===== src/rtl/stopwatch_pkg.sv =====
// Shared types, limits and helpers for the stopwatch run-control sequencer.
package stopwatch_pkg;

    typedef enum logic [1:0] {
        StIdle    = 2'd0,
        StRunning = 2'd1,
        StPaused  = 2'd2,
        StExpired = 2'd3
    } state_t;

    localparam logic [5:0] MAX_SEC = 6'd59;
    localparam logic [5:0] MAX_MIN = 6'd59;

    // Saturate a 6-bit minutes/seconds field to the displayable range.
    function automatic logic [5:0] clamp59(input logic [5:0] v);
        return (v > 6'd59) ? 6'd59 : v;
    endfunction

endpackage


===== src/rtl/tick_prescaler.sv =====
// Free-running divide-by-DIV prescaler; tick pulses on the last count while enabled.
module tick_prescaler #(
    parameter int unsigned DIV = 10
) (
    input  logic clk,
    input  logic rst,
    input  logic en,
    input  logic sync_clr,
    output logic tick
);

    localparam int unsigned W = (DIV > 2) ? $clog2(DIV) : 1;
    localparam logic [W-1:0] LAST = W'(DIV - 1);

    logic [W-1:0] cnt_q, cnt_d;

    assign tick = en && (cnt_q == LAST);

    // Next count: clear wins, otherwise advance and wrap only while enabled.
    always_comb begin
        cnt_d = cnt_q;
        if (sync_clr) begin
            cnt_d = '0;
        end else if (en) begin
            cnt_d = tick ? '0 : cnt_q + W'(1);
        end
    end

    // Count register.
    always_ff @(posedge clk or posedge rst) begin
        if (rst) begin
            cnt_q <= '0;
        end else begin
            cnt_q <= cnt_d;
        end
    end

endmodule


===== src/rtl/stopwatch_ctrl.sv =====
// Start/pause/clear/load sequencer with an up/down mm:ss count for display_driver.
// Optional lap freeze of the displayed value is built when STOPWATCH_LAP_EN is defined.
module stopwatch_ctrl
    import stopwatch_pkg::*;
#(
    parameter int unsigned CLK_FREQ_HZ = 100_000_000,
    parameter int unsigned TICK_HZ     = 1
) (
    input  logic       clk,
    input  logic       rst,
    input  logic       start_stop,
    input  logic       clear,
    input  logic       load,
    input  logic [5:0] load_min,
    input  logic [5:0] load_sec,
    input  logic       mode,
    input  logic       lap,
    output logic [5:0] minutes,
    output logic [5:0] seconds,
    output logic       running,
    output logic       expired,
    output logic       tick
);

    localparam int unsigned DIV = CLK_FREQ_HZ / TICK_HZ;

    state_t     state_q, state_d;
    logic [5:0] min_q, min_d;
    logic [5:0] sec_q, sec_d;
    logic       dir_q, dir_d;
    logic       pre_tick;
    logic       pre_en;
    logic       pre_clr;

    // Coinciding pulses: only the highest-priority one is acted on.
    logic clr_evt, ld_evt, ss_evt, lap_evt;
    assign clr_evt = clear;
    assign ld_evt  = load & ~clear;
    assign ss_evt  = start_stop & ~clear & ~load;
    assign lap_evt = lap & ~clear & ~load & ~start_stop;

    logic ld_acc;
    logic is_zero;
    logic last_step;
    assign ld_acc    = ld_evt && (state_q != StRunning);
    assign is_zero   = (min_q == 6'd0) && (sec_q == 6'd0);
    // Down-count step that lands on (or is already at) 00:00 ends the run.
    assign last_step = pre_tick && dir_q && (min_q == 6'd0) && (sec_q <= 6'd1);

    assign pre_en  = (state_q == StRunning);
    assign pre_clr = clr_evt || ld_acc || (state_q == StIdle) || (state_q == StExpired);

    tick_prescaler #(
        .DIV (DIV)
    ) u_prescaler (
        .clk      (clk),
        .rst      (rst),
        .en       (pre_en),
        .sync_clr (pre_clr),
        .tick     (pre_tick)
    );

    // FSM state register.
    always_ff @(posedge clk or posedge rst) begin
        if (rst) begin
            state_q <= StIdle;
        end else begin
            state_q <= state_d;
        end
    end

    // FSM next-state logic.
    always_comb begin
        state_d = state_q;
        if (clr_evt) begin
            state_d = StIdle;
        end else if (ld_acc) begin
            state_d = (state_q == StExpired) ? StIdle : state_q;
        end else begin
            case (state_q)
                StIdle: begin
                    if (ss_evt) begin
                        state_d = (mode && is_zero) ? StExpired : StRunning;
                    end
                end
                StRunning: begin
                    if (last_step) begin
                        state_d = StExpired;
                    end else if (ss_evt) begin
                        state_d = StPaused;
                    end
                end
                StPaused: begin
                    if (ss_evt) begin
                        state_d = StRunning;
                    end
                end
                StExpired: begin
                    if (ss_evt) begin
                        state_d = StIdle;
                    end
                end
                default: state_d = StIdle;
            endcase
        end
    end

    // Count and direction next-state: clear, then load, then tick stepping.
    always_comb begin
        min_d = min_q;
        sec_d = sec_q;
        dir_d = dir_q;
        if (clr_evt) begin
            min_d = 6'd0;
            sec_d = 6'd0;
        end else if (ld_acc) begin
            min_d = clamp59(load_min);
            sec_d = clamp59(load_sec);
        end else begin
            if ((state_q == StIdle) && ss_evt) begin
                dir_d = mode;
            end
            if (pre_tick) begin
                if (!dir_q) begin
                    if (sec_q >= MAX_SEC) begin
                        sec_d = 6'd0;
                        min_d = (min_q >= MAX_MIN) ? 6'd0 : min_q + 6'd1;
                    end else begin
                        sec_d = sec_q + 6'd1;
                    end
                end else if (last_step) begin
                    min_d = 6'd0;
                    sec_d = 6'd0;
                end else if (sec_q == 6'd0) begin
                    sec_d = MAX_SEC;
                    min_d = min_q - 6'd1;
                end else begin
                    sec_d = sec_q - 6'd1;
                end
            end
        end
    end

    // Count and direction registers.
    always_ff @(posedge clk or posedge rst) begin
        if (rst) begin
            min_q <= 6'd0;
            sec_q <= 6'd0;
            dir_q <= 1'b0;
        end else begin
            min_q <= min_d;
            sec_q <= sec_d;
            dir_q <= dir_d;
        end
    end

`ifdef STOPWATCH_LAP_EN
    logic       frz_q, frz_d;
    logic [5:0] snap_min_q, snap_min_d;
    logic [5:0] snap_sec_q, snap_sec_d;

    // Lap freeze: toggled in RUNNING/PAUSED, released by clear, load or expiry.
    always_comb begin
        frz_d      = frz_q;
        snap_min_d = snap_min_q;
        snap_sec_d = snap_sec_q;
        if (clr_evt || ld_acc || (state_d == StExpired)) begin
            frz_d = 1'b0;
        end else if (lap_evt && ((state_q == StRunning) || (state_q == StPaused))) begin
            frz_d = ~frz_q;
            if (!frz_q) begin
                snap_min_d = min_q;
                snap_sec_d = sec_q;
            end
        end
    end

    // Freeze flag and snapshot registers.
    always_ff @(posedge clk or posedge rst) begin
        if (rst) begin
            frz_q      <= 1'b0;
            snap_min_q <= 6'd0;
            snap_sec_q <= 6'd0;
        end else begin
            frz_q      <= frz_d;
            snap_min_q <= snap_min_d;
            snap_sec_q <= snap_sec_d;
        end
    end
`else
    logic unused_lap;
    logic unused_lap_evt;
    logic frz_q;
    logic [5:0] snap_min_q;
    logic [5:0] snap_sec_q;
    assign unused_lap     = lap;
    assign unused_lap_evt = lap_evt;
    assign frz_q          = 1'b0;
    assign snap_min_q     = 6'd0;
    assign snap_sec_q     = 6'd0;
`endif

    // Outputs are decoded from registers only; no input reaches an output.
    always_comb begin
        running = (state_q == StRunning);
        expired = (state_q == StExpired);
        tick    = pre_tick;
        minutes = frz_q ? snap_min_q : min_q;
        seconds = frz_q ? snap_sec_q : sec_q;
    end

endmodule


===== config.mk =====
export PLATFORM = sky130hd
export DESIGN_NAME = stopwatch_ctrl
export DESIGN_NICKNAME = d
export VERILOG_FILES = /design/src/rtl/stopwatch_pkg.sv /design/src/rtl/tick_prescaler.sv /design/src/rtl/stopwatch_ctrl.sv
export SDC_FILE = /design/constraint.sdc
export NUM_CORES = 1
export LEC_CHECK = 0
export CORE_MARGIN = 5
export CORE_UTILIZATION = 53
export CTS_BUF_LIST = sky130_fd_sc_hd__clkbuf_8
export DETAILED_ROUTE_END_ITERATION = 6
export PLACE_DENSITY_LB_ADDON = 0.15
export SETUP_SLACK_MARGIN = 0.2
export SLEW_MARGIN = 15
export SYNTH_ARGS = -nofsm -noshare
export SYNTH_HDL_FRONTEND = slang
export SYNTH_HIERARCHICAL = 1
export SYNTH_SLANG_ARGS = --single-unit

===== constraint.sdc =====
create_clock -name clk -period 2.7 [get_ports clk]
set_clock_uncertainty 0.2 [all_clocks]
set_input_delay 0.27 -clock clk [delete_from_list [all_inputs] [get_ports clk]]
set_output_delay 0.27 -clock clk [all_outputs]
set_load 0.01 [all_outputs]

==> impl_results.md, run 1 <==
- Starting density of the core: a little over half
- Pre-Repair DR Iteration Count: 4
- Syn Nets: roughly 380
- Layout area overhead: 29.3%
- Worst slew pin tran: ~0.9 ns
- Startpoint Class: flop
- Via density: 5.93
- Max FO, Critical Path: 4
- Worst slew margin: about two fifths
- Skew-Pair Late Insertion Delay: approximately 0.30 ns
- Grt ovf: 0
- Row cnt: 28
- CTS tree: yes
- CP Data Arrival Time: 2.58 ns
- Post-Synthesis Cells: ~360
- Slew Limit Fails: 0
- Worst Path Class, Setup: reg2reg
- CP Capture Type: flop
- Unrepaired setup endpoints after global routing: yes
- Final worst-path cycle share: a little over nine tenths
- Final Util: between 60% and 70%
- Crit path top cell by count: nand2b_4
- Clock transition at path regs: ~0.090 ns
- Wire per inst: 16.8 um
- CTS Buffer Depth: 2
- DRC errors left: 0
- Count of cell types in the netlist: between 70 and 80
- Run status: complete, no violations
- Critical path origin: state_q[1]
- Root Buffer: clkbuf_8
- DRT Wirelength: 8400 um
- Most common cell after layout, fill and taps aside: nor2_1
- Number of buffers created by CTS: 5
- Avg Synthesized Cell Area: just under 9 um^2
- Synthesized area: about 3100 um^2
- DIE AREA: between 7000 and 8000 um^2
- Clock sinks: 42
- I/O pins: 34
- Crit path largest cell delay: roughly 0.38 ns
- Setup-failing EPs final: 0
- Slowest-stage cell, CP: dfrtp_1
- Antenna-violating nets left: 0
- Worst Slack Setup Final: between 0.1 and 0.15 ns
- Max capacitance violation total: 0
- Initial antenna violation count: 0
- Reg2reg start: state_q[1]
- Fmax: between 300 and 400 MHz
- Via count: 2963
- Synthesis-stage register bit count: 42
- DRT iter0 DRCs: ~130
- Sequential fraction of the synthesis area: about a third
- Hold Vio Cnt, Final: 0
- Critical path required time: around 2.7 ns
- # diodes: 0
- Ys async rst share: 100%
- Synth Warn #: 6
- Worst VDD drop: about 0.00028 V
- Period minus WS final: 2.56 ns
- Placed Cells: approximately 480
- Port Buf Inserts: 32
- Pre-CTS setup slack: between 0.09 and 0.1 ns
- Post-detail-place hpwl: a little under 6000 um
- Crit path cell chain: nand2b_4 > clkinv_4 > nand3_4 > nand2b_4 > nor4_4 > buf_4 > inv_4 > nor3_4 > a21oi_2 > or3b_1 > a211oi_2
- Number of synthesized flops with an enable pin: 0
- First-pass GRT wire length: about 14000 um
- CTS H-Tree Depth: 2
- Total Nets Final: 450
- Synth Flop Type: dfrtp_1
- Layout cell share with drive strength beyond 1: 24.2%
- Final Non-Filler Cells: 500
- CTS Hold Buffers Added: 0
- DIE WIDTH: slightly below 90 um
- Overall Power: 1830 uW
- Vias in the first global route: 2992
- Die span in y: 86.8 um
- Total global-route track usage: about a quarter
- Core box area: 5820 um^2
- Most frequent cells in the layout: nor2_1 (49), buf_4 (48), dfrtp_1 (42), clkdlybuf4s50_1 (31), nand2_1 (19)
- Final RePlAce weighted congestion: 0.848
- Power per cell area: between 400 and 500 nW/um^2
- Worst hold path class: in2async
- Maximum number of pins on one net before global-route repair: 28
- Pleak: 0.00165 uW
[Yosys cell counts (3+ instances only)]
master	count	area (um^2)
xor2_1	15	131
a211oi_1	5	37.5
and4_1	5	43.8
nor2b_1	6	37.5
o22ai_1	3	18.8
nand4_1	10	62.6
and2_1	3	18.8
nand3_1	16	80.1
nand2b_1	5	31.3
inv_1	20	75.1
buf_6	6	67.6
dfrtp_1	42	1050
nor4_1	6	37.5
o21ai_0	13	65.1
a31oi_1	8	50.1
ha_1	7	87.6
xnor2_1	14	123
nand2_1	20	75.1
buf_2	3	15.0
nor2_1	50	188
clkbuf_1	9	33.8
and3_1	4	25.0
nor3_1	7	35.0
a21oi_1	11	55.1
[critical path: cells and delay by family, from the launching register on]
| family | cells | cell delay [ns] |
|---|---|---|
| AO/OA/AOI/OAI | 2 | 0.29 |
| flip-flops | 1 | 0.38 |
| buffers and inverters | 3 | 0.30 |
| AND/OR/NAND/NOR | 6 | 1.31 |
[per-layer routing]
metal,part of all wire (%),vias to the layer above,track usage (%)
met2,52,90,41.0
met3,4.8,15,4.09
met5,0,-,0
met4,1.6,0,7.79
li1,-,1435,-
met1,41,1423,28.9
[worst paths after layout]
check	to	slack [ns]	cells after the start
max	minutes[2]	0.14	11
min	u_prescaler/cnt_q[1]	0.15	3
max reg2reg	minutes[2]	0.14	11
min reg2reg	minutes[0]	0.36	2
max in group asynchronous	minutes[1]	1.69	2
min in group clk	minutes[0]	0.36	2
[power by group]
part	total, uW	switching (uW)	internal [uW]
Sequential	695	34.1	661
Clock	508	235	273
Combinational	630	345	285
[timing repair]
item | in CTS | in global routing
setup endpoints to repair | 13 | 17
resized for setup | 6 | 17
pin swaps | 3 | 7
buffers inserted | 6 | 8
[per-stage QoR]
stage / instance area, um^2 / hold WS (ns) / TNS [ns]
2_1_floorplan: 3180 / -0.0285 / -0.0331
3_3_place_gp: 3720 / 0.328 / 0
3_5_place_dp: 3720 / 0.338 / 0
4_1_cts: 3900 / 0.160 / 0
5_1_grt: 4040 / 0.203 / 0
6_report: 4040 / 0.146 / 0
[layout make-up]
cell class | instances | area [um^2]
sequential | 42 | 1050
tap | 75 | 93.8
inverter | 20 | 82.6
clock buffer | 5 | 68.8
clock inverter | 3 | 40.0
fill | 457 | 1770
multi-input combinational | 274 | 2020
timing repair buffer | 81 | 691
[registers in the layout, summed over array words and instances (netlist names)]
register and cells:
dir_q 1, minutes 6, seconds 6, state_q 2
u_prescaler/cnt_q 27
[kinds of logic after synthesis]
| group | synth area share [%] |
|---|---|
| compound gates | 17.9 |
| buf+inv | 6.52 |
| flops | 33.6 |
| mux | 1.36 |
| fa+ha+maj | 2.80 |
| xor+xnor | 8.13 |
| simple gates | 29.7 |
Power figures use the tool's default switching activity.
==> inputs of run 2 (changes only) <==
Settings changed: RECOVER_POWER set to 25.
==> impl_results.md, run 2 (synthesis gave the netlist of run 1 again) <==
- Pre-Repair DR Iteration Count: 4 (unchanged)
- Final worst-path cycle share: 94.9% (about the same)
- Slowest-stage cell, CP: dfrtp_1
- Grt ovf: 0 (unchanged)
- Worst VDD drop: 0.000280 V (+0.19%)
- Register Area: 1050 um^2 (unchanged)
- CP top delay family: simple AND/OR/NAND/NOR gates
- Die span in y: 86.8 um (unchanged)
- Slew Limit Fails: 0 (unchanged)
- Post-detail-place hpwl: 5880 um (unchanged)
- DRT Wirelength: 8390 um (about the same)
- DRT iter0 DRCs: 131 (-1.5%)
- Total global-route track usage: 23.4% (unchanged)
- Max FO, Critical Path: 4 (unchanged)
- Most flop-heavy register: u_prescaler/cnt_q
- Initial antenna violation count: 0 (unchanged)
- Startpoint Class: flop
- Crit path cell chain: nand4_1 > or2_4 > nor4_4 > buf_4 > inv_4 > nor3_4 > a21oi_2 > or3b_1 > a211oi_2
- Run status: complete, no violations
- CTS H-Tree Depth: 2 (unchanged)
- Max capacitance violation total: 0 (unchanged)
- CP Data Arrival Time: 2.58 ns (about the same)
- Worst slew pin tran: 1.49 ns (+0.596 ns)
- Starting density of the core: 53.7% (unchanged)
- Final instance area: 4040 um^2 (about the same)
- Worst hold path class: in2async
- Unrepaired setup endpoints after global routing: yes
- CTS Hold Buffers Added: 0 (unchanged)
- DIE WIDTH: 86.8 um (unchanged)
- Fmax: 390 MHz (about the same)
- Max FFs per register: 27 (unchanged)
- Period minus WS final: 2.56 ns (+0.000547 ns)
- Wire per inst: 16.8 um (about the same)
- Number of buffers created by CTS: 5 (unchanged)
- Hold Vio Cnt, Final: 0 (unchanged)
- Final Non-Filler Cells: 500 (unchanged)
- Crit path largest cell delay: 0.42 ns (+0.04 ns)
- Worst slew margin: 0.772% (-39 points)
- Skew-Pair Late Insertion Delay: 0.30 ns (about the same)
- CTS Buffer Depth: 2 (unchanged)
- CTS tree: yes
- Area post-placement: 3720 um^2 (unchanged)
- DIE AREA: 7530 um^2 (unchanged)
- Power per cell area: 454 nW/um^2 (about the same)
- Antenna-violating nets left: 0 (unchanged)
- Final RePlAce weighted congestion: 0.848 (unchanged)
- Total Nets Final: 450 (unchanged)
- # diodes: 0 (unchanged)
- Most common cell after layout, fill and taps aside: nor2_1
- Port Buf Inserts: 32 (unchanged)
- CP Capture Type: flop
- Critical path required time: 2.72 ns (about the same)
- Multi-input gate area: 2020 um^2 (unchanged)
- Layout area overhead: 29.2% (about the same)
- Fillers: 459 (+0.44%)
- Layout cell share with drive strength beyond 1: 24.0% (-0.24 points)
- Setup-failing EPs final: 0 (unchanged)
- Pleak: 0.00164 uW (-0.20%)
- Worst Path Class, Setup: reg2reg
- Row cnt: 28 (unchanged)
- Clock transition at path regs: 0.09 ns (about the same)
- First-pass GRT wire length: 14000 um (unchanged)
- Placed Cells: 478 (unchanged)
- Worst path bufs/invs: 2 (-1)
- Most frequent cells in the layout: nor2_1 (49), buf_4 (47), dfrtp_1 (42), clkdlybuf4s50_1 (30), nand2_1 (19)
- Core box area: 5820 um^2 (unchanged)
- Clock sinks: 42 (unchanged)
- Overall Power: 1830 uW (unchanged)
- I/O pins: 34 (unchanged)
- DRC errors left: 0 (unchanged)
- Root Buffer: clkbuf_8
- Maximum number of pins on one net before global-route repair: 28 (unchanged)
- Via count: 2979 (+0.54%)
- Via density: 5.96 (+0.54%)
- Vias in the first global route: 2992 (unchanged)
[run 2: cell count changes in the layout (fill, tap and decap cells not counted)]
cell	change
buf_4	-1
clkbuf_1	+1
clkdlybuf4s50_1	-1
dlygate4sd3_1	+1
[run 2: stage by stage]
stage	setup slack (ns)	util, %	hold slack (ns)	TNS (ns)
2_1_floorplan	-0.0331	-	-0.0285	-0.0331
3_3_place_gp	0.149	64.0	0.328	0
3_5_place_dp	0.0947	64.0	0.338	0
4_1_cts	0.174	67.0	0.160	0
5_1_grt	0.0139	69.4	0.381	0
6_report	0.137	69.4	0.311	0
[run 2: final cells by class]
type,instances,share of cell area (%)
multi-input combinational,274,49.9
sequential,42,26.0
timing repair buffer,81,17.0
tap,75,2.32
inverter,20,2.04
clock buffer,5,1.70
clock inverter,3,0.991
[run 2: routing by layer]
metal | GRT usage (%) | share of wire, %
met5 | 0 | 0
met4 | 7.79 | 1.6
met3 | 4.09 | 4.6
met2 | 41.0 | 52
met1 | 28.9 | 42
[run 2: report_power, final]
group,switching (uW),internal (uW)
clock network,236,273
logic,345,284
registers,34.3,661
[run 2: final timing paths]
| path | start | endpoint | slack, ns | depth (start not counted) |
|---|---|---|---|---|
| worst min-delay path | rst | seconds[0] | 0.31 | 2 |
| worst max-delay path | u_prescaler/cnt_q[20] | minutes[2] | 0.14 | 9 |
| min in group clk | minutes[0] | minutes[0] | 0.36 | 2 |
| worst min register to register | minutes[0] | minutes[0] | 0.36 | 2 |
| max in group asynchronous | rst | u_prescaler/cnt_q[23] | 0.70 | 3 |
| worst max register to register | u_prescaler/cnt_q[20] | minutes[2] | 0.14 | 9 |
[run 2: repair_timing]
item | CTS | global route
buffers inserted | 6 | 8
gates resized for setup | 6 | 17
pin swaps | 3 | 7
setup endpoints to repair | 13 | 17
==> inputs of run 3 (changes only) <==
Settings changed: PLACE_DENSITY set to 0.89, PLACE_DENSITY_LB_ADDON 0.15 to not set, SKIP_CTS_REPAIR_TIMING set to 1.
==> impl_results.md, run 3 (synthesis gave the netlist of run 1 again) <==
- Most flop-heavy register: u_prescaler/cnt_q
- Area post-placement: 3700 um^2 (-0.60%)
- CP Capture Type: flop
- Period minus WS final: 2.67 ns (+0.106 ns)
- Worst VDD drop: 0.000350 V (+25%)
- Crit path cell chain: nand4_1 > or2_2 > nor4_4 > inv_2 > nor3_4 > buf_6 > a21oi_2 > or3b_1 > a211oi_2
- Grt ovf: 0 (unchanged)
- Final worst-path cycle share: 98.9% (+3.9 points)
- Pre-Repair DR Iteration Count: 5 (+1)
- Clock transition at path regs: 0.09 ns (about the same)
- Hold Vio Cnt, Final: 0 (unchanged)
- Skew-Pair Late Insertion Delay: 0.30 ns (about the same)
- Max FFs per register: 27 (unchanged)
- Via density: 6.35 (+6.6%)
- Crit path largest cell delay: 0.42 ns (about the same)
- Worst slew margin: 2.86% (+2.1 points)
- Total global-route track usage: 23.0% (-0.42 points)
- Wire per inst: 18.6 um (+11%)
- Clock sinks: 42 (unchanged)
- Max capacitance violation total: 0 (unchanged)
- Placed Cells: 475 (-0.63%)
- CTS Buffer Depth: 2 (unchanged)
- Initial antenna violation count: 0 (unchanged)
- Final instance area: 4060 um^2 (+0.59%)
- First-pass GRT wire length: 13800 um (-1.6%)
- DIE AREA: 7530 um^2 (unchanged)
- CTS tree: yes
- CTS H-Tree Depth: 2 (unchanged)
- DIE WIDTH: 86.8 um (unchanged)
- Worst hold path class: in2async
- Post-detail-place hpwl: 6210 um (+5.6%)
- Die span in y: 86.8 um (unchanged)
- Total Nets Final: 453 (+0.67%)
- Fmax: 375 MHz (-4.0%)
- Worst Path Class, Setup: reg2reg
- Row cnt: 28 (unchanged)
- # diodes: 0 (unchanged)
- Pleak: 0.00166 uW (+1.2%)
- CP Data Arrival Time: 2.69 ns (+0.11 ns)
- Most common cell after layout, fill and taps aside: nor2_1
- Final Util: 69.9% (+0.41 points)
- Run status: complete, no violations
- Slew Limit Fails: 0 (unchanged)
- Most frequent cells in the layout: nor2_1 (49), buf_4 (47), dfrtp_1 (41), clkdlybuf4s50_1 (30), nand2_1 (19)
- I/O pins: 34 (unchanged)
- Worst path bufs/invs: 2 (unchanged)
- Startpoint Class: flop
- Antenna-violating nets left: 0 (unchanged)
- Vias in the first global route: 2920 (-2.4%)
- Root Buffer: clkbuf_8
- Layout cell share with drive strength beyond 1: 25.1% (+1.1 points)
- Worst slew pin tran: 1.46 ns (-0.0314 ns)
- Fillers: 442 (-3.7%)
- Pre-CTS setup slack: 0.0151 ns (-0.0796 ns)
- Power per cell area: 430 nW/um^2 (-5.2%)
- Maximum number of pins on one net before global-route repair: 28 (unchanged)
- Max FO, Critical Path: 4 (unchanged)
- Via count: 3188 (+7.0%)
- Setup-failing EPs final: 0 (unchanged)
- Layout area overhead: 30.0%
- Setup TNS: 0 ns (unchanged)
- Final RePlAce weighted congestion: 0.932 (+9.9%)
- DRC errors left: 0 (unchanged)
- Number of buffers created by CTS: 5 (unchanged)
- DRT iter0 DRCs: 206 (+57%)
- Starting density of the core: 53.7% (unchanged)
- Core box area: 5820 um^2 (unchanged)
- Final Non-Filler Cells: 502 (+0.40%)
- Worst Slack Setup Final: 0.0310 ns (-0.106 ns)
- Port Buf Inserts: 32 (unchanged)
- CP top delay family: simple AND/OR/NAND/NOR gates
- Unrepaired setup endpoints after global routing: yes
- Slowest-stage cell, CP: dfrtp_1
- Critical path required time: 2.72 ns (about the same)
- DRT Wirelength: 9340 um (+11%)
-- run 3: power breakdown --
part | leakage [uW] | internal, uW | switching (uW)
sequential | 0.000571 | 661 | 52.8
combinational | 0.00105 | 283 | 359
clock | 0.0000438 | 174 | 218
-- run 3: path summary, 6_finish.rpt --
check                                      start                     to  cells after the start  slack, ns
max in group asynchronous                    rst  u_prescaler/cnt_q[22]                      3       0.63
setup reg to reg           u_prescaler/cnt_q[20]             minutes[2]                      9       0.03
hold / removal                               rst             seconds[0]                      2       0.31
hold reg to reg                       minutes[0]             minutes[0]                      2       0.37
setup / recovery           u_prescaler/cnt_q[20]             minutes[2]                      9       0.03
min in group clk                     load_min[5]             minutes[5]                      3       0.37
-- run 3: through the flow --
stage,hold slack [ns],total power (uW)
6_report,0.310,1750
3_3_place_gp,0.332,1260
5_1_grt,0.366,1840
2_1_floorplan,-0.0285,1090
3_5_place_dp,0.349,1280
4_1_cts,0.164,1670
-- run 3: cell type report --
class	count	area [um^2]	share of cell area [%]
Clock buffer	5	68.8	1.69
Clock inverter	2	10.0	0.246
Inverter	20	80.1	1.97
Multi-Input combinational cell	274	2030	50.0
Sequential cell	42	1050	25.9
Tap cell	75	93.8	2.31
Timing Repair Buffer	84	724	17.8
-- run 3: layer usage --
layer,vias up,global-route usage [%],routed length (um)
li1,1430,-,-
met1,1536,27.9,3500
met2,173,39.7,4740
met3,49,3.99,727
met4,0,9.92,367
met5,-,0,0
